--- config.mk ---
export PLATFORM = sky130hd
export DESIGN_NAME = seq_detect_prog
export DESIGN_NICKNAME = d
export VERILOG_FILES = /design/src/rtl/seq_pkg.sv /design/src/rtl/sat_counter.sv /design/src/rtl/seq_detect_prog.sv
export SDC_FILE = /design/constraint.sdc
export NUM_CORES = 1
export LEC_CHECK = 0
export BUFFER_PORTS_ARGS = -buffer_cell sky130_fd_sc_hd__buf_4
export CAP_MARGIN = 20
export CORE_ASPECT_RATIO = 1.25
export CORE_UTILIZATION = 55
export CTS_BUF_LIST = sky130_fd_sc_hd__clkbuf_16
export DETAILED_ROUTE_END_ITERATION = 12
export GPL_TIMING_DRIVEN = 0
export PLACE_DENSITY = 0.8
export SYNTH_ARGS = -nofsm -noshare
export SYNTH_HDL_FRONTEND = slang
export SYNTH_SLANG_ARGS = --single-unit
--- constraint.sdc ---
create_clock -name clk -period 2.95 [get_ports clk]
set_clock_uncertainty 0.1 [all_clocks]
set_input_delay 0.295 -clock clk [delete_from_list [all_inputs] [get_ports clk]]
set_output_delay 0.295 -clock clk [all_outputs]
set_load 0.05 [all_outputs]
--- src/rtl/seq_pkg.sv ---
// Shared definitions for the programmable sequence detector family.
// Holds the default sizing constants and the control-state encoding so
// that the detector and any checker bound to it agree on what the state
// bit means.
package seq_pkg;

  // Default sizing: longest pattern, width of the length field (must be
  // able to hold DEF_MAX_LEN) and width of the match counter.
  localparam int DEF_MAX_LEN = 8;
  localparam int DEF_LEN_W   = 4;
  localparam int DEF_CNT_W   = 8;

  // Control-state encoding. IDLE means "no usable configuration", RUN
  // means a legal pattern length is loaded and detection is live.
  localparam logic ST_IDLE = 1'b0;
  localparam logic ST_RUN  = 1'b1;

  typedef enum logic {
    S_IDLE = ST_IDLE,
    S_RUN  = ST_RUN
  } state_e;

endpackage

--- src/rtl/sat_counter.sv ---
// Saturating up-counter with synchronous clear.
// Ports:
//   clk  - rising-edge clock
//   rst  - asynchronous active-low reset (count -> 0)
//   inc  - add one this edge, unless already at all-ones
//   clr  - force count to 0 this edge; wins over inc
//   q    - current count
module sat_counter #(
  parameter int CNT_W = 8
) (
  input  logic             clk,
  input  logic             rst,
  input  logic             inc,
  input  logic             clr,
  output logic [CNT_W-1:0] q
);

  logic [CNT_W-1:0] cnt_q;
  logic [CNT_W-1:0] cnt_d;

  always_comb begin
    cnt_d = cnt_q;
    if (clr) begin
      cnt_d = '0;
    end else if (inc && (cnt_q != '1)) begin
      cnt_d = cnt_q + CNT_W'(1);
    end
  end

  always_ff @(posedge clk or negedge rst) begin
    if (!rst) begin
      cnt_q <= '0;
    end else begin
      cnt_q <= cnt_d;
    end
  end

  assign q = cnt_q;

endmodule

--- src/rtl/seq_detect_prog.sv ---
// Runtime-programmable serial bit-sequence detector.
// A pattern of 1..MAX_LEN bits, its length and the overlap mode are loaded
// with cfg_load; enabled xin samples are shifted into a history register
// and compared against the pattern. A match produces a one-cycle
// registered pulse on out and bumps a saturating match counter.
//
// Ports:
//   clk, rst     - rising-edge clock, asynchronous active-low reset
//   cfg_load     - latch cfg_pattern/cfg_len/cfg_overlap this edge
//                  (takes priority over en; that edge's xin is dropped)
//   cfg_pattern  - pattern, bit [len-1] is received first, bit [0] last
//   cfg_len      - pattern length in bits, legal range 1..MAX_LEN
//   cfg_overlap  - 1: matches may share bits, 0: each match needs fresh bits
//   en, xin      - sample xin on this edge when en is high
//   clr_cnt      - synchronous clear of match_cnt (wins over a hit)
//   out          - one-cycle match pulse, registered
//   match_cnt    - saturating count of matches
//   cfg_err      - loaded length is illegal, detection disabled; this is
//                  also the visible control state (1 = IDLE, 0 = RUN)
//
// Handshake note: there is no backpressure. en is a qualifier only; a
// sample is consumed on every rising edge where en=1, cfg_load=0 and the
// block is in RUN. Cycles with en=0 are invisible to the pattern.
module seq_detect_prog
  import seq_pkg::*;
#(
  parameter int MAX_LEN = DEF_MAX_LEN,
  parameter int LEN_W   = DEF_LEN_W,
  parameter int CNT_W   = DEF_CNT_W
) (
  input  logic               clk,
  input  logic               rst,
  input  logic               cfg_load,
  input  logic [MAX_LEN-1:0] cfg_pattern,
  input  logic [LEN_W-1:0]   cfg_len,
  input  logic               cfg_overlap,
  input  logic               en,
  input  logic               xin,
  input  logic               clr_cnt,
  output logic               out,
  output logic [CNT_W-1:0]   match_cnt,
  output logic               cfg_err
);

  state_e             state_q, state_d;
  logic [MAX_LEN-1:0] pat_q, pat_d;
  logic [LEN_W-1:0]   len_q, len_d;
  logic               ovl_q, ovl_d;
  logic [MAX_LEN-1:0] hist_q, hist_d;
  logic [LEN_W-1:0]   fill_q, fill_d;
  logic               out_q, out_d;

  logic [MAX_LEN-1:0] hist_n;
  logic [LEN_W-1:0]   fill_n;
  logic [MAX_LEN-1:0] len_mask;
  logic               shift_en;
  logic               cfg_len_ok;
  logic               hit;

  // Candidate values for a shift edge, plus the compare against the
  // low len bits of the pattern. fill saturates at MAX_LEN: once the
  // history is full every further sample keeps it full.
  always_comb begin
    shift_en   = en && !cfg_load && (state_q == S_RUN);
    cfg_len_ok = (cfg_len != '0) && (int'(cfg_len) <= MAX_LEN);
    hist_n     = {hist_q[MAX_LEN-2:0], xin};
    fill_n     = (fill_q >= LEN_W'(MAX_LEN)) ? LEN_W'(MAX_LEN)
                                             : fill_q + LEN_W'(1);
    len_mask   = '0;
    for (int i = 0; i < MAX_LEN; i++) begin
      len_mask[i] = (i < int'(len_q));
    end
    hit = shift_en && (fill_n >= len_q) &&
          (((hist_n ^ pat_q) & len_mask) == '0);
  end

  // Next-state logic for configuration, control state and the shifter.
  always_comb begin
    state_d = state_q;
    pat_d   = pat_q;
    len_d   = len_q;
    ovl_d   = ovl_q;
    hist_d  = hist_q;
    fill_d  = fill_q;
    out_d   = 1'b0;

    if (cfg_load) begin
      pat_d   = cfg_pattern;
      len_d   = cfg_len;
      ovl_d   = cfg_overlap;
      hist_d  = '0;
      fill_d  = '0;
      state_d = cfg_len_ok ? S_RUN : S_IDLE;
    end else if (shift_en) begin
      hist_d = hist_n;
      out_d  = hit;
      // Non-overlapping mode forgets the matched bits so the next match
      // must be built entirely from new samples.
      fill_d = (hit && !ovl_q) ? '0 : fill_n;
    end
  end

  always_ff @(posedge clk or negedge rst) begin
    if (!rst) begin
      state_q <= S_IDLE;
      pat_q   <= '0;
      len_q   <= '0;
      ovl_q   <= 1'b0;
      hist_q  <= '0;
      fill_q  <= '0;
      out_q   <= 1'b0;
    end else begin
      state_q <= state_d;
      pat_q   <= pat_d;
      len_q   <= len_d;
      ovl_q   <= ovl_d;
      hist_q  <= hist_d;
      fill_q  <= fill_d;
      out_q   <= out_d;
    end
  end

  sat_counter #(
    .CNT_W (CNT_W)
  ) u_match_cnt (
    .clk (clk),
    .rst (rst),
    .inc (hit),
    .clr (clr_cnt),
    .q   (match_cnt)
  );

  assign out     = out_q;
  assign cfg_err = (state_q == S_IDLE);

endmodule

# [After elaboration in Yosys (flattened, before gate mapping)]
# Index checks and enable logic that the tools add are counted.
[word_totals] register_bits=34 in_bits=19 word_cells=49
[op_classes] add_sub_neg=2 magnitude_cmp=11 eq_ne=1 mux=11 bitwise=3 n_reduce_logical=13
[ops] operator="less-than comparator 3 x 4 -> 1 bit, first input constant" n=4
[ops] operator="2-to-1 mux 4 bit" n=4
[ops] operator="2-to-1 mux 8 bit" n=2
[ops] operator="2-to-1 mux 7 bit" n=2
[ops] operator="adder 8 x 1 -> 8 bit, second input constant" n=1
[ops] operator="bitwise AND 8 bit" n=1
[ops] operator="zero test 8 bit" n=1
[ops] operator="less-than comparator 1 x 4 -> 1 bit, first input constant" n=2
[ops] operator="less-than comparator 2 x 4 -> 1 bit, first input constant" n=2
[ops] operator="!= test 8 bit, second input constant" n=1
[ops] operator="XOR 8 bit" n=1
[ops] operator="logical AND 1 bit" n=7
[ops] operator="adder 4 x 1 -> 4 bit, second input constant" n=1
[ops] operator="greater-or-equal comparator 4 bit" n=1
[ops] operator="greater-or-equal comparator 4 bit, second input constant" n=1
[ops] operator="<= comparator 4 bit, second input constant" n=1
[ops] operator="nonzero test 2 bit" n=2
[ops] operator="nonzero test 4 bit" n=1
[ops] operator="2-to-1 mux 1 bit" n=3
[ops] operator="zero test 1 bit" n=2
[ops] operator="inverter 1 bit" n=1

# [Depth between registers and ports, before layout]
[logic_depth] word_depth=9 depth_mapped=11

# [Cells and area by module]
# A second synthesis with hierarchy kept.
[unflattened] cells_unflattened=180 area_unflattened_um2=1886.8
[modules_own_cells] module="seq_detect_prog" n_inst=1 cells_each=131 area_per_inst_um2=1422.6 seq_area_each_um2=650.6
[modules_own_cells] module="sat_counter" n_inst=1 cells_each=49 area_per_inst_um2=464.2 seq_area_each_um2=200.2

# [Worst setup path before layout]
# No wires, ideal clock.
[synth_timing] path_type="flip-flop to flip-flop" startpoint="register fill_q[0]" endpoint="register u_match_cnt.cnt_q[4] (netlist: u_match_cnt.q[4])" setup_time_ns=0.127 t_arrival_ns=2.378 slack_ns=0.345 stages_incl_launch_ff=11 n_path_buf=0 synth_period_minus_slack_ns=2.605 cell_sequence="dfrtp_1 -> ha_1 -> xnor2_1 -> nor2_1 -> ha_1 -> o21a_1 -> o22a_1 -> nand4_1 -> nor3b_1 -> and3_1 -> mux2_1"
[synth_via] elab_chain_len=7 elab_cells_between_ends=8 classes_between="add/sub: 1; order compare: 2; mux: 1; reduce/logical: 4"
[synth_rtl] item="from (decl)" line="seq_detect_prog.sv:50" rtl="logic [LEN_W-1:0] fill_q, fill_d;"
[synth_rtl] item="from (signal assigned)" line="seq_detect_prog.sv:118" rtl="fill_q <= fill_d;"
[synth_rtl] item="adder 4 x 1 -> 4 bit / greater-or-equal comparator 4 bit (equally long branches)" line="seq_detect_prog.sv:68, seq_detect_prog.sv:67"
[synth_rtl] item="2-to-1 mux 4 bit *" line="seq_detect_prog.sv:67" rtl="fill_n = (fill_q >= LEN_W'(MAX_LEN)) ? LEN_W'(MAX_LEN)"
[synth_rtl] item="greater-or-equal comparator 4 bit *" line="seq_detect_prog.sv:73" rtl="hit = shift_en && (fill_n >= len_q) &&"
[synth_rtl] item="logical AND 1 bit * (2 in series)" line="seq_detect_prog.sv:73"
[synth_rtl] item="logical AND 1 bit *" line="sat_counter.sv:25" rtl="end else if (inc && (cnt_q != '1)) begin"
[synth_rtl] item="nonzero test 2 bit (no line) *"
[synth_rtl] item="to (signal assigned)" line="sat_counter.sv:34" rtl="cnt_q <= cnt_d;"
[synth_rtl] item="to (decl)" line="sat_counter.sv:18" rtl="logic [CNT_W-1:0] cnt_q;"
# Mark *: on every way between the ends. The rest lies on a longest branch, timed or not.
# A chain may end at the register's enable or synchronous reset.

# [Worst setup path in the final report]
[layout_timing] startpoint="register fill_q[0]" endpoint="register u_match_cnt.cnt_q[3] (netlist: u_match_cnt.q[3])"
# Same word-level chain as after synthesis.

==> reports/results.tsv <==
metric	value	unit
outcome	completed	
final_period_minus_worst_setup_slack	2.84	ns
globalRouteOverflowTotal	0	
critPathKind	flop to flop	
critical_path_arrival	2.93	ns
die_height	65.3	um
synth_edf_count	0	
number_of_global_route_vias_before_repair	1407	
max_freq	352	MHz
clkLatencyLatePin	0.27	ns
tritoncts_buffer_count	5	
largest_net_degree_at_the_start_of_global_routing	35	
clk_pin_slew	0.05	ns
critPathCaptureType	flop	
synth-seq-area-share	48.3	%
vdd_drop_max	462	uV
finish.instance_area	2150	um2
power-per-cell-area	513	nW/um2
share_of_final_layout_standard_cells_stronger_than_drive_strength_1	22.8	%
synth_area_leader_cell	dfrtp_1	
layout_worst_path_cycle_share	96.2	%
synthDistinctLibCells	41	
worst-slew-pin-transition	0.579	ns
cts.htree.levels	2	
syn_avg_cell_area	10.2	um2
critPathRequiredTime	3.04	ns
netlist_top_cells_area	dfrtp_1, mux2_2, o21ai_0	
globalplace.congestion	0.869	
grt_usage	25.0	%
grt_first_pass_wirelength	6.15	mm
clock_sinks	34	
timing.max_cap.violations	0	
core_area	3000	um2
design.final.nets	233	
netlist_instances	172	
std_cell_rows	22	
place_area	2000	um2
tritoncts	done	
num_io_pins	29	
post_synthesis_async_set_or_reset_flop_share	100	%
drt-total-wl	3.63	mm
grt_setup_unrepaired	false	
timing.slew.headroom	61.4	%
route.detailed.drc	0	
pwr_total	1110	uW
timing.final.setup_violations	0	
hold_viol	0	
io_buffers	26	
root_buffer_selected_by_cts	clkbuf_16	
antenna_cells_inserted	0	
number_of_register_bits_inferred_by_synthesis	34	
placed_cells	234	
leakage	0.00100	uW
netlist.area_leader.share	48.3	%
drt-initial-drc-count	72	
worstHoldPathType	input pin to flop	
vias	1395	
cts-root-to-sink-buffers	2	
maximum_net_fanout_on_the_critical_path	6	
start_util	58.7	%
timing.setup.tns	0	ns
timing_max_transition_violations_final	0	
flow.area_growth_from_synthesis	22.3	%
ys.flop_type	dfrtp_1	
first_pass_iters	5	
ys.warnings.count	0	
stdcell_count	242	
drtAntennaViolNets	0	
routed_via_density	5.76	
fillerInstances	216	
worstSetupStartpointType	flop	
syn_nets	198	
horiz_die_dim	52.6	um
synth_area	1760	um2
post-dp-hpwl	2.50	mm
wl_per_instance	15.0	um
grt_antenna_before_repair	0	
die_area	3430	um2
[cells in the final DEF, fill, tap and decap left out, drive strengths merged, types with 2 or more instances in the layout]
cell type,Yosys,final
dfrtp,34,34
buf,3,30
o21ai,18,18
nand2,15,15
mux2,10,10
inv,9,9
xnor2,9,9
nand2b,9,9
clkbuf,4,9
nor2,8,8
ha,7,7
a21oi,6,6
and3,4,4
xor2,3,3
a22o,3,3
nor2b,2,2
o21a,2,2
or3,2,2
nand4,2,2
and2,2,2
nand3,2,2
nand4b,2,2
[repair_timing]
item,in CTS,in global routing
endpoints found under the setup margin,1,1
hold buffers,1,0
buffers inserted,0,1
gates resized for setup,1,1
hold endpoints to repair,34,0
[synthesized netlist by cell type (2+ instances only)]
cell,number
a21oi_1,6
a22o_1,3
and2_1,2
and3_1,4
clkbuf_1,4
dfrtp_1,34
ha_1,7
inv_1,9
mux2_2,9
nand2_1,15
nand2b_1,9
nand3_1,2
nand4_1,2
nand4b_1,2
nor2_1,8
nor2b_1,2
o21a_1,2
o21ai_0,18
or3_1,2
xnor2_1,9
xor2_1,3
[power breakdown]
group | switching [uW] | total [uW] | internal (uW)
combinational | 64.2 | 131 | 66.3
clock | 164 | 463 | 299
sequential | 21.7 | 512 | 490
[stage by stage]
stage | utilization [%] | setup slack [ns] | hold WS (ns)
after detailed placement | 66.7 | 0.0194 | 0.164
after CTS | 71.5 | 0.0806 | 0.141
after global placement | 66.7 | 0.0968 | 0.158
after global routing | 71.8 | 0.0106 | 0.143
final | 71.8 | 0.111 | 0.142
after floorplan | - | 0.345 | -0.101
[logic make-up after synthesis]
kind of cell	share of synthesized area (%)
AOI/OAI and AO/OA	13.1
DFF	48.3
xor gates and xnor gates	5.97
muxes	6.96
and+or+nand+nor	16.8
buffers and inverters	3.91
adders and majority gates	4.97
[routing by layer]
metal | wire [um] | part of all wire, % | up-vias | track usage [%]
li1 | - | - | 673 | -
met1 | 1540 | 43 | 680 | 29.3
met2 | 1870 | 52 | 36 | 40.5
met3 | 167 | 4.6 | 6 | 9.26
met4 | 46 | 1.3 | 0 | 10.2
met5 | 0 | 0 | - | 0
[worst paths after layout]
check	start	end	slack, ns	cells after the start
max in group asynchronous	rst	fill_q[0]	2.02	2
setup / recovery	fill_q[0]	u_match_cnt.q[3]	0.11	11
setup reg to reg	fill_q[0]	u_match_cnt.q[3]	0.11	11
min in group asynchronous	rst	state_q	0.40	2
hold reg to reg	pat_q[7]	pat_q[7]	0.42	1
hold / removal	cfg_len[0]	len_q[0]	0.14	3
[cell type report]
| type | count | area, um2 | share of cell area (%) |
|---|---|---|---|
| Inverter | 9 | 33.8 | 1.57 |
| Timing Repair Buffer | 28 | 213 | 9.87 |
| Buffer | 7 | 35.0 | 1.63 |
| Multi-Input combinational cell | 122 | 847 | 39.3 |
| Tap cell | 36 | 45.0 | 2.09 |
| Sequential cell | 34 | 852 | 39.5 |
| Clock inverter | 1 | 3.75 | 0.174 |
| Clock buffer | 5 | 125 | 5.81 |
[sequential cells by signal (all words and copies together), names as in the netlist]
signal / cells
hist_q: 7
state_q: 1
len_q: 4
out: 1
u_match_cnt.q: 8
fill_q: 4
pat_q: 8
ovl_q: 1
[critical path: stages (launching register included)]
cell and delay (ns):
dfrtp_2 0.44, ha_1 0.22, xnor2_1 0.15, nor2_1 0.08, ha_1 0.28, o21a_1 0.10
o22a_1 0.12, nand4_1 0.15, or3b_1 0.42, buf_2 0.16, or3_1 0.36, a21oi_1 0.16
Power figures use the tool's default switching activity.
